File: src/rtl/jtag_cmd_ctrl.sv
`timescale 1ns/1ps
// jtag_cmd_ctrl
// Decodes byte frames from a serial receiver into register-port accesses.
// A frame is a header {RW, AINC, LEN[5:0]}, an address byte, then LEN+1
// payload bytes. Writes turn each received payload byte into a reg_wr
// strobe. Reads fetch registers ahead of the transmitter through a one-byte
// prefetch buffer, so tx_data can be reloaded on every tx_done.
//
// Ports
//   TCK        clock, all state changes on the rising edge
//   TCS        chip select, asynchronous active-high reset / frame abort
//   rx_data    received byte, valid while rx_done=1
//   rx_done    one-cycle pulse per received byte
//   tx_done    one-cycle pulse when the transmitter shifts its last bit
//   reg_rdata  register read data, valid one cycle after reg_rd
//   reg_addr   register address
//   reg_wdata  register write data
//   reg_wr     one-cycle write strobe
//   reg_rd     one-cycle read strobe
//   tx_data    byte presented to the transmitter (registered)
//   tx_en      high while read payload is being transmitted
//   busy       high from header accepted until frame complete
//   err        sticky protocol error, cleared only by TCS
module jtag_cmd_ctrl #(
    parameter int ADDR_W = 8
) (
    input  logic              TCK,
    input  logic              TCS,
    input  logic [7:0]        rx_data,
    input  logic              rx_done,
    input  logic              tx_done,
    input  logic [7:0]        reg_rdata,
    output logic [ADDR_W-1:0] reg_addr,
    output logic [7:0]        reg_wdata,
    output logic              reg_wr,
    output logic              reg_rd,
    output logic [7:0]        tx_data,
    output logic              tx_en,
    output logic              busy,
    output logic              err
);

    localparam logic [2:0] S_HDR    = 3'd0;
    localparam logic [2:0] S_ADDR   = 3'd1;
    localparam logic [2:0] S_WDATA  = 3'd2;
    localparam logic [2:0] S_RFETCH = 3'd3;
    localparam logic [2:0] S_RSEND  = 3'd4;
    localparam logic [2:0] S_DONE   = 3'd5;

    logic [2:0]        state;
    logic              rw;
    logic              ainc;
    // Bytes still to move after the current one.
    logic [5:0]        count;
    logic [7:0]        prefetch;
    // prefetch holds the byte that follows the one in tx_data.
    logic              pf_valid;
    // A reg_rd was issued last cycle; reg_rdata is valid this cycle.
    logic              rd_pend;
    logic [ADDR_W-1:0] rx_addr;
    logic              issue_rd;

    // Address byte is zero-extended or truncated to the port width.
    assign rx_addr = ADDR_W'(rx_data);

    // Fetch the next byte as soon as the buffer is free and another byte is
    // still owed; count==0 means the byte in tx_data is the last, so no read
    // is ever issued beyond LEN+1.
    assign issue_rd = (state == S_RSEND) && (count != 6'd0) && !pf_valid
                      && !reg_rd && !rd_pend;

    // NOTE: every register here, the prefetch buffer included, is a plain
    // flop cleared by TCS; all sequential updates use non-blocking '<=' so
    // each reads the pre-edge value of the others regardless of order.
    always_ff @(posedge TCK or posedge TCS) begin
        if (TCS) begin
            state     <= S_HDR;
            rw        <= 1'b0;
            ainc      <= 1'b0;
            count     <= 6'd0;
            prefetch  <= 8'd0;
            pf_valid  <= 1'b0;
            rd_pend   <= 1'b0;
            reg_addr  <= '0;
            reg_wdata <= 8'd0;
            reg_wr    <= 1'b0;
            reg_rd    <= 1'b0;
            tx_data   <= 8'd0;
            tx_en     <= 1'b0;
            busy      <= 1'b0;
            err       <= 1'b0;
        end else begin
            // Strobes default low so each lasts exactly one cycle.
            reg_wr  <= 1'b0;
            reg_rd  <= 1'b0;
            rd_pend <= reg_rd;

            // Address advances after each access strobe, wrapping naturally.
            if ((reg_wr || reg_rd) && ainc)
                reg_addr <= reg_addr + ADDR_W'(1);

            if (tx_done && (state != S_RSEND))
                err <= 1'b1;

            case (state)
                S_HDR: begin
                    if (rx_done) begin
                        rw    <= rx_data[7];
                        ainc  <= rx_data[6];
                        count <= rx_data[5:0];
                        busy  <= 1'b1;
                        state <= S_ADDR;
                    end
                end

                S_ADDR: begin
                    if (rx_done) begin
                        reg_addr <= rx_addr;
                        if (rw) begin
                            // First read goes out with the address so byte 0
                            // reaches tx_data two cycles later.
                            reg_rd <= 1'b1;
                            state  <= S_RFETCH;
                        end else begin
                            state  <= S_WDATA;
                        end
                    end
                end

                S_WDATA: begin
                    if (rx_done) begin
                        reg_wdata <= rx_data;
                        reg_wr    <= 1'b1;
                        if (count == 6'd0) begin
                            busy  <= 1'b0;
                            state <= S_DONE;
                        end else begin
                            count <= count - 6'd1;
                        end
                    end
                end

                S_RFETCH: begin
                    if (rx_done)
                        err <= 1'b1;
                    if (rd_pend) begin
                        prefetch <= reg_rdata;
                        tx_data  <= reg_rdata;
                        tx_en    <= 1'b1;
                        state    <= S_RSEND;
                    end
                end

                S_RSEND: begin
                    if (rx_done)
                        err <= 1'b1;
                    if (tx_done) begin
                        if (count == 6'd0) begin
                            tx_en <= 1'b0;
                            busy  <= 1'b0;
                            state <= S_DONE;
                        end else begin
                            tx_data  <= prefetch;
                            pf_valid <= 1'b0;
                            count    <= count - 6'd1;
                        end
                    end
                    // Returning read data marks the buffer full; placed after
                    // the tx_done branch so a fill is never lost.
                    if (rd_pend) begin
                        prefetch <= reg_rdata;
                        pf_valid <= 1'b1;
                    end
                    if (issue_rd)
                        reg_rd <= 1'b1;
                end

                S_DONE: begin
                    if (rx_done)
                        err <= 1'b1;
                end

                default: state <= S_HDR;
            endcase
        end
    end

endmodule

File: config.mk
export PLATFORM = sky130hd
export DESIGN_NAME = jtag_cmd_ctrl
export DESIGN_NICKNAME = d
export VERILOG_FILES = /design/src/rtl/jtag_cmd_ctrl.sv
export SDC_FILE = /design/constraint.sdc
export NUM_CORES = 1
export LEC_CHECK = 0
export ABC_AREA = 1
export BUFFER_PORTS_ARGS = -buffer_cell sky130_fd_sc_hd__buf_4
export CORE_MARGIN = 5
export CORE_UTILIZATION = 49
export DETAILED_ROUTE_END_ITERATION = 7
export PLACE_DENSITY = 0.77
export SLEW_MARGIN = 20
export SYNTH_ARGS = -nofsm -noshare
export SYNTH_HDL_FRONTEND = slang
export SYNTH_SLANG_ARGS = --single-unit
export TNS_END_PERCENT = 1
File: constraint.sdc
create_clock -name TCK -period 1.51 [get_ports TCK]
set_input_delay 0.302 -clock TCK [delete_from_list [all_inputs] [get_ports TCK]]
set_output_delay 0.302 -clock TCK [all_outputs]
set_load 0.03 [all_outputs]
Yosys cells after proc, flatten, opt, wreduce, memory -nomap -nowiden --
Index checks and enable logic that the tools add are counted.
Operators by class: equal/unequal tests 14, $lt $le $gt $ge 0, reductions and logical operators 26, add/subtract/negate cells 2, shift operators 0, divide/modulo/power cells 0, multipliers 0, muxes and demuxes 41, bitwise logic cells 1
Operators by type and width (number):
- $mux W8 | 6
- $mux W6 | 4
- $mux W1 | 19
- $mux W3 | 6
- $pmux W3 S6 | 1
- $pmux W6 S3 | 1
- $pmux W8 S2 | 1
- $ne A2 B2 Y1 const B | 7
- $reduce_and A4 Y1 | 3
- $add A8 B1 Y8 const B | 1
- $eq A3 B2 Y1 const B | 2
- $eq A3 B3 Y1 const B | 2
- $logic_and A1 B1 Y1 | 6
- $logic_not A6 Y1 | 1
- $reduce_and A2 Y1 | 3
- $reduce_and A6 Y1 | 1
- $reduce_bool A6 Y1 | 1
- $sub A6 B1 Y6 const B | 1
- $pmux W1 S2 | 2
- $reduce_bool A2 Y1 | 2
- $eq A3 B1 Y1 const B | 1
- $logic_not A1 Y1 | 3
- $logic_not A3 Y1 | 1
- $ne A3 B3 Y1 const B | 1
- 8 further kinds | 8
Storage, ports and cells: word-level logic and storage cells 99, input bits 20, bits in registers 50, memories 0, output and inout bits 29, ROM bits 0, bits in latches 0, memory bits (writable) 0

Logic depth before layout (Yosys ltp) --
Gate-level depths: netlist of run 1.
word-level depth 7, depth in mapped cells 10, depth with buffers taken out 9

Worst setup path after synthesis of run 1 --
No wires, ideal clock.
kind register to register, start point reg state[2], end point reg reg_wdata[1], period minus slack after synthesis 1.458 ns, buffers on the path 2, data required time 1.385 ns, setup time 0.125 ns, setup slack 0.052 ns, stages on the path, launching flop included 7, arrival time 1.333 ns, cell sequence dfrtp_1 > buf_6 > nor2_4 > nand2_1 > nor2_1 > buf_4 > mux2_2
Between the ends: longest elaborated chain between the ends 2
Ends and longest elaborated chain:
- start, declared | RTL line 50 | logic [2:0] state;
- start signal, assigned | RTL line 77 | state <= S_HDR;
- start signal, assigned | RTL line 112 | state <= S_ADDR;
- start signal, assigned | RTL line 123 | state <= S_RFETCH;
- $eq A3 B2 Y1 | RTL line 105 | case (state)
- $reduce_and A2 Y1 (no line)
- end signal, assigned | RTL line 132 | reg_wdata <= rx_data;
- end, declared | RTL line 34 | output logic [7:0] reg_wdata,
Every way passes these cells. A chain may end at the register's enable or synchronous reset.

Worst setup path in the final report of run 1 --
start point reg count[1], end point reg tx_data[7]
Between the ends: longest elaborated chain between the ends 3
Ends and longest elaborated chain:
- start, declared | RTL line 54 | logic [5:0] count;
- start signal, assigned | RTL line 110 | count <= rx_data[5:0];
- start signal, assigned | RTL line 138 | count <= count - 6'd1;
- start signal, assigned | RTL line 165 | count <= count - 6'd1;
- $logic_not A6 Y1 | RTL line 158 | if (count == 6'd0) begin
- $ne A2 B2 Y1 (no line)
- $reduce_and A4 Y1 (no line)
- end signal, assigned | RTL line 148 | tx_data <= reg_rdata;
- end signal, assigned | RTL line 163 | tx_data <= prefetch;
- end, declared | RTL line 37 | output logic [7:0] tx_data,
Every way passes these cells.

==> results of run 1 <==
## area by class of cell
class | count | area, um2 | area share [%]
clock buffers | 7 | 76.3 | 2.37
clock inverters | 1 | 30.0 | 0.933
inverters | 32 | 120 | 3.73
multi-input cells | 217 | 1170 | 36.4
flip-flops and latches | 50 | 1250 | 39.0
well taps | 70 | 87.6 | 2.72
repair buffers | 62 | 478 | 14.8
## state kept, by name, indices dropped and copies added, names as in the netlist, 3 cells and up
name,count
prefetch,8
reg_addr,8
reg_wdata,8
tx_data,8
count,6
state,3
## routing by layer
metal  global-route usage, %  share of wire, %  up-vias
met2                    30.3                47       59
met5                       0                 0        -
li1                        -                 -     1108
met1                    24.4                45     1027
met4                    4.82               1.3        0
met3                    5.70               6.0       11
## worst max-delay path, stage by stage, from the launching register on
cell	delay [ps]
dfrtp_1	390
inv_2	90
ha_4	120
nand4_1	230
nand2_2	200
nand2_4	100
nand2_4	130
nand2_1	60
o21ai_1	70
## repair_timing
item	in CTS	in global routing
gates cloned	0	2
setup endpoints to repair	4	34
hold buffers	0	0
pin swaps	0	6
setup buffers	0	3
gates resized for setup	1	21
## logic make-up (layout without fill, tap and decap cells)
| kind of cell | Yosys count | count (layout) | share of synthesized area, % |
|---|---|---|---|
| multiplexers | 11 | 11 | 4.60 |
| AND/OR/NAND/NOR | 158 | 160 | 27.7 |
| buffers and inverters | 39 | 102 | 7.07 |
| flip-flops | 50 | 50 | 49.4 |
| AO/OA/AOI/OAI | 38 | 38 | 8.01 |
| XOR/XNOR | 5 | 5 | 1.73 |
| adder cells (fa/ha/maj) | 3 | 3 | 1.48 |
## power breakdown
group / switching (uW) / leakage, uW / internal, uW
Sequential: 500 / 0.000589 / 1990
Clock: 428 / 0.0000524 / 496
Combinational: 2450 / 0.00101 / 1560
Total: 3370 / 0.00166 / 4040
## through the flow
stage	cell area, um2	setup TNS [ps]	setup slack (ps)
after floorplan	2530	0	6.83
after global placement	3020	0	61.8
after detailed placement	3020	-2.26	-2.26
after CTS	3130	0	10.9
after global routing	3220	-616	-61.3
final	3220	0	40.3
## final timing paths
path,startpoint,slack (ps),depth (start not counted),to
max,count[1]$_DFFE_PP0P_,40,8,tx_data[7]$_DFFE_PP0P_
min,TCS,30,3,prefetch[1]$_DFFE_PP0P_
max reg2reg,count[1]$_DFFE_PP0P_,40,8,tx_data[7]$_DFFE_PP0P_
min reg2reg,reg_rd$_DFF_PP0_,460,0,rd_pend$_DFF_PP0_
max in group asynchronous,TCS,1230,3,state[0]$_DFFE_PP0P_
min in group TCK,reg_rdata[4],240,3,prefetch[4]$_DFFE_PP0P_
## synth_stat cells
master	count	share of area, %
a21oi_1	4	0.79
a31oi_1	1	0.25
buf_2	2	0.40
buf_4	2	0.59
buf_6	3	1.3
dfrtp_1	50	49
ha_1	3	1.5
inv_1	29	4.3
inv_2	3	0.44
mux2_2	5	2.2
mux2i_1	6	2.4
nand2_1	92	14
nand2_2	6	1.5
nand2_4	2	0.89
nand3_1	28	5.5
nand3b_1	1	0.30
nand4_1	3	0.74
nor2_1	18	2.7
nor2_2	3	0.74
nor2_4	2	0.89
nor3b_1	1	0.30
o21a_1	3	0.89
o21ai_0	24	4.7
o21ai_1	5	0.99
o21ai_2	1	0.35
or2_1	1	0.25
or2_2	1	0.25
xnor2_1	2	0.69
xor2_1	3	1.0
==> flow_summary.ini, run 1 <==
[placed_design]
io_buffer_count = 48
place_congestion = 0.881
placed_cells = 426
dp_hpwl_um = 4250

[critical_path]
critPathMaxFanout = 8
cp-start-kind = register
crit_type = register to register
crit_required_ps = 1740
cp.arrival_ps = 1700
cp-end-kind = register

[synth]
syn_area_per_cell_um2 = 8.33
synth_cells = 304
syn-cell-area_mm2 = 0.00253
seq_area_frac_synth_pct = 49.4
ys_types = 29
synth-seq-cells = 50
syn-num-nets = 327
synth.yosys.warnings = 0

[power]
p_per_area_mw_per_mm2 = 2300
cellLeakagePower_uw = 0.00166
total_power_uw = 7420
vdd_drop_max_mv = 1.15

[timing]
timing.hold.ws_ps = 25.7
rsz0062_at_grt = true
fmax_mhz = 680
worstMarginPinSlew_ps = 281
slew_headroom_pct = 81.3
finalMaxSlewViolations = 0
finalCritPeriodShare_pct = 97.3
final.min_clock_period_ps = 1470
finalSetupViolations = 0
clock_skew_ps = 5.68
hold_viol_final = 0

[die]
io_pins = 49
dieWidth_um = 81.9
core_area_mm2 = 0.00507
num_rows = 26
start_util_pct = 49.9
die_area_mm2 = 0.00670
die_h_um = 81.9

[drt]
drt-total-wl_um = 5840
vias = 2205
drt-vias-per-instance = 5.02
drt_iter0_markers = 90
drcViolationCount = 0
dr.pass1.iters = 4
avgRoutedWirePerCell_um = 13.3
ant_nets = 0

[clocking]
clk_latency_ps = 300
cts_made_buffers = 5
cts_tree = done
clk_pin_slew_ps = 90
clock-sinks = 50
htree_levels = 2
root_buffer = clkbuf_8
clock_path_buffers = 2

[grt]
grt_pass1_wl_um = 9780
grt_max_degree = 51
gr-usage-all-layers_pct = 18.7
antenna_found_initial = 0
overflow = 0
grt_pass1_vias = 2119

[final_layout]
drive_gt1_share_pct = 28.2
final_util_pct = 63.4
stdcell_count = 439
final_cell_mix = nand2_1, buf_4, dfrtp_1, nand3_1, inv_1
area_growth_pct = 27.2
num_antenna_cells = 0
layout_commonest_cell = nand2_1
fillCellCount = 462
nets = 391

[job]
cap_viol_max_count = 0

[outcome]
status = complete, no violations

[hold_path]
hp-class = primary input to asynchronous set/reset pin
No activity file was read; power rests on OpenSTA's default activity.
==> run 2, diff against run 1 <==
- MAX_ROUTING_LAYER: not set -> met4
==> flow_summary.ini, run 2 (same netlist as run 1, synthesis figures left out) <==
[drt]
avgRoutedWirePerCell_um = 13.0
drcViolationCount = 0
drt-total-wl_um = 5710
dr.pass1.iters = 4
ant_nets = 0
drt_iter0_markers = 97
vias = 2214
drt-vias-per-instance = 5.05

[power]
p_clk_share_pct = 10.2
swShare_pct = 46.2
seq_power_share_pct = 34.6
comb_power_share_pct = 55.2
vdd_drop_max_mv = 1.22
p_int_uw = 3850
power.switching_uw = 3310
cellLeakagePower_uw = 0.00164
p_per_area_mw_per_mm2 = 2260

[grt]
grt_pass1_wl_um = 9610
overflow = 0
grt_pass1_vias = 2132
antenna_found_initial = 0
grt_max_degree = 51
gr-usage-all-layers_pct = 18.9

[final_layout]
drive_gt1_share_pct = 27.4
regArea_mm2 = 0.00126
fillCellCount = 474
nets = 391
layout_commonest_cell = nand2_1
area_growth_pct = 25.4
final_cell_mix = nand2_1, buf_4, dfrtp_1, nand3_1, inv_1
multi_input_area_mm2 = 0.00115
final_util_pct = 62.5
num_antenna_cells = 0
postLayoutCellArea_mm2 = 0.00317

[die]
die_h_um = 81.9
num_rows = 26
start_util_pct = 49.9
io_pins = 49
core_area_mm2 = 0.00507
dieWidth_um = 81.9
die_area_mm2 = 0.00670

[critical_path]
path_cells = nor2_1 -> nand4_1 -> nand2_2 -> nand2_4 -> nand2_4 -> o21ai_0
crit_required_ps = 1690
cp-end-kind = register
crit_buf_inv = 0
cp.arrival_ps = 1630
cp_top_family = simple AND/OR/NAND/NOR gates
crit_type = register to register
critical_path.slowest_cell = dfrtp_2
cp_common_cell = nand2_4
cp-start-kind = register
critical-path-max-stage-delay_ps = 450
critPathMaxFanout = 8

[placed_design]
io_buffer_count = 48
place_area_mm2 = 0.00302
dp_hpwl_um = 4200
place_congestion = 0.861

[clocking]
clk_latency_ps = 290
cts_tree = done
clk_pin_slew_ps = 80
clock-sinks = 50
clock_path_buffers = 2
cts_made_buffers = 5
root_buffer = clkbuf_8
htree_levels = 2

[timing]
fmax_mhz = 690
hold_viol_final = 0
worstMarginPinSlew_ps = 284
clock_skew_ps = 2.99
finalMaxSlewViolations = 0
rsz0062_at_grt = true
final.min_clock_period_ps = 1450
finalCritPeriodShare_pct = 96.0
finalSetupViolations = 0
slew_headroom_pct = 81.1

[outcome]
status = complete, no violations

[job]
cap_viol_max_count = 0

[hold_path]
hp-class = primary input to asynchronous set/reset pin
## run 2: changes by cell type in the layout (fill, tap and decap cells not counted)
cell       previous run  this run
dfrtp_1              47        46
nor2_4                4         3
bufinv_16             1         0
o21ai_0              18        21
nor2_1               17        18
nand2_4               4         3
o21ai_1              11         8
dfrtp_2               3         4
nand2_2               6         5
nand2_1              90        92
## run 2: layout make-up
| class | count | share of cell area, % |
|---|---|---|
| flip-flops and latches | 50 | 39.6 |
| well taps | 70 | 2.76 |
| multi-input cells | 217 | 36.4 |
| inverters | 32 | 3.79 |
| clock buffers | 7 | 2.41 |
| repair buffers | 62 | 15.1 |
## run 2: path summary, 6_finish.rpt
check	to	slack (ps)	depth (start not counted)	start
max in group asynchronous	count[2]$_DFFE_PP0P_	1230	3	TCS
setup reg to reg	tx_data[3]$_DFFE_PP0P_	60	6	count[2]$_DFFE_PP0P_
hold / removal	prefetch[1]$_DFFE_PP0P_	30	3	TCS
hold reg to reg	rd_pend$_DFF_PP0_	450	0	reg_rd$_DFF_PP0_
setup / recovery	tx_data[3]$_DFFE_PP0P_	60	6	count[2]$_DFFE_PP0P_
min in group TCK	prefetch[2]$_DFFE_PP0P_	250	3	reg_rdata[2]
## run 2: metrics by stage
step | power (uW) | setup slack [ps] | instances | TNS (ps) | hold slack [ps]
finish | 7160 | 60.2 | 438 | 0 | 34.7
global route | 7790 | -58.3 | 438 | -381 | 57.3
detailed placement | 6220 | 4.89 | 426 | 0 | 375
floorplan | 5060 | 6.83 | 304 | 0 | 419
global placement | 6110 | 59.6 | 426 | 0 | 372
CTS | 6980 | 5.56 | 433 | 0 | 49.6
## run 2: repair_timing
| item | CTS | global route |
|---|---|---|
| cloned | 0 | 2 |
| buffers inserted | 0 | 3 |
| endpoints found under the setup margin | 1 | 26 |
| hold buffers | 0 | 0 |
| gates resized for setup | 1 | 14 |
| pin swaps | 0 | 6 |
## run 2: power by group through the flow
| stage | registers (uW) | logic (uW) | clock network (uW) |
|---|---|---|---|
| 5_1_grt | 2570 | 4410 | 806 |
| 4_1_cts | 2460 | 3770 | 752 |
| 2_1_floorplan | 3070 | 1990 | 0 |
| 3_3_place_gp | 2450 | 3660 | 0 |
| 3_5_place_dp | 2470 | 3750 | 0 |
| 6_report | 2480 | 3950 | 729 |
## run 2: tightest hold or removal path, stage by stage
cell and delay (ps):
buf_4 110, inv_2 50, buf_12 250
## run 2: routing by layer
metal  GRT usage [%]  routed length [um]  vias to the layer above
met2            31.7                2750                       55
met5               -                   0                        -
li1                -                   -                     1100
met4            3.49                  74                        0
met1            23.7                2560                     1050
met3            4.39                 327                        9
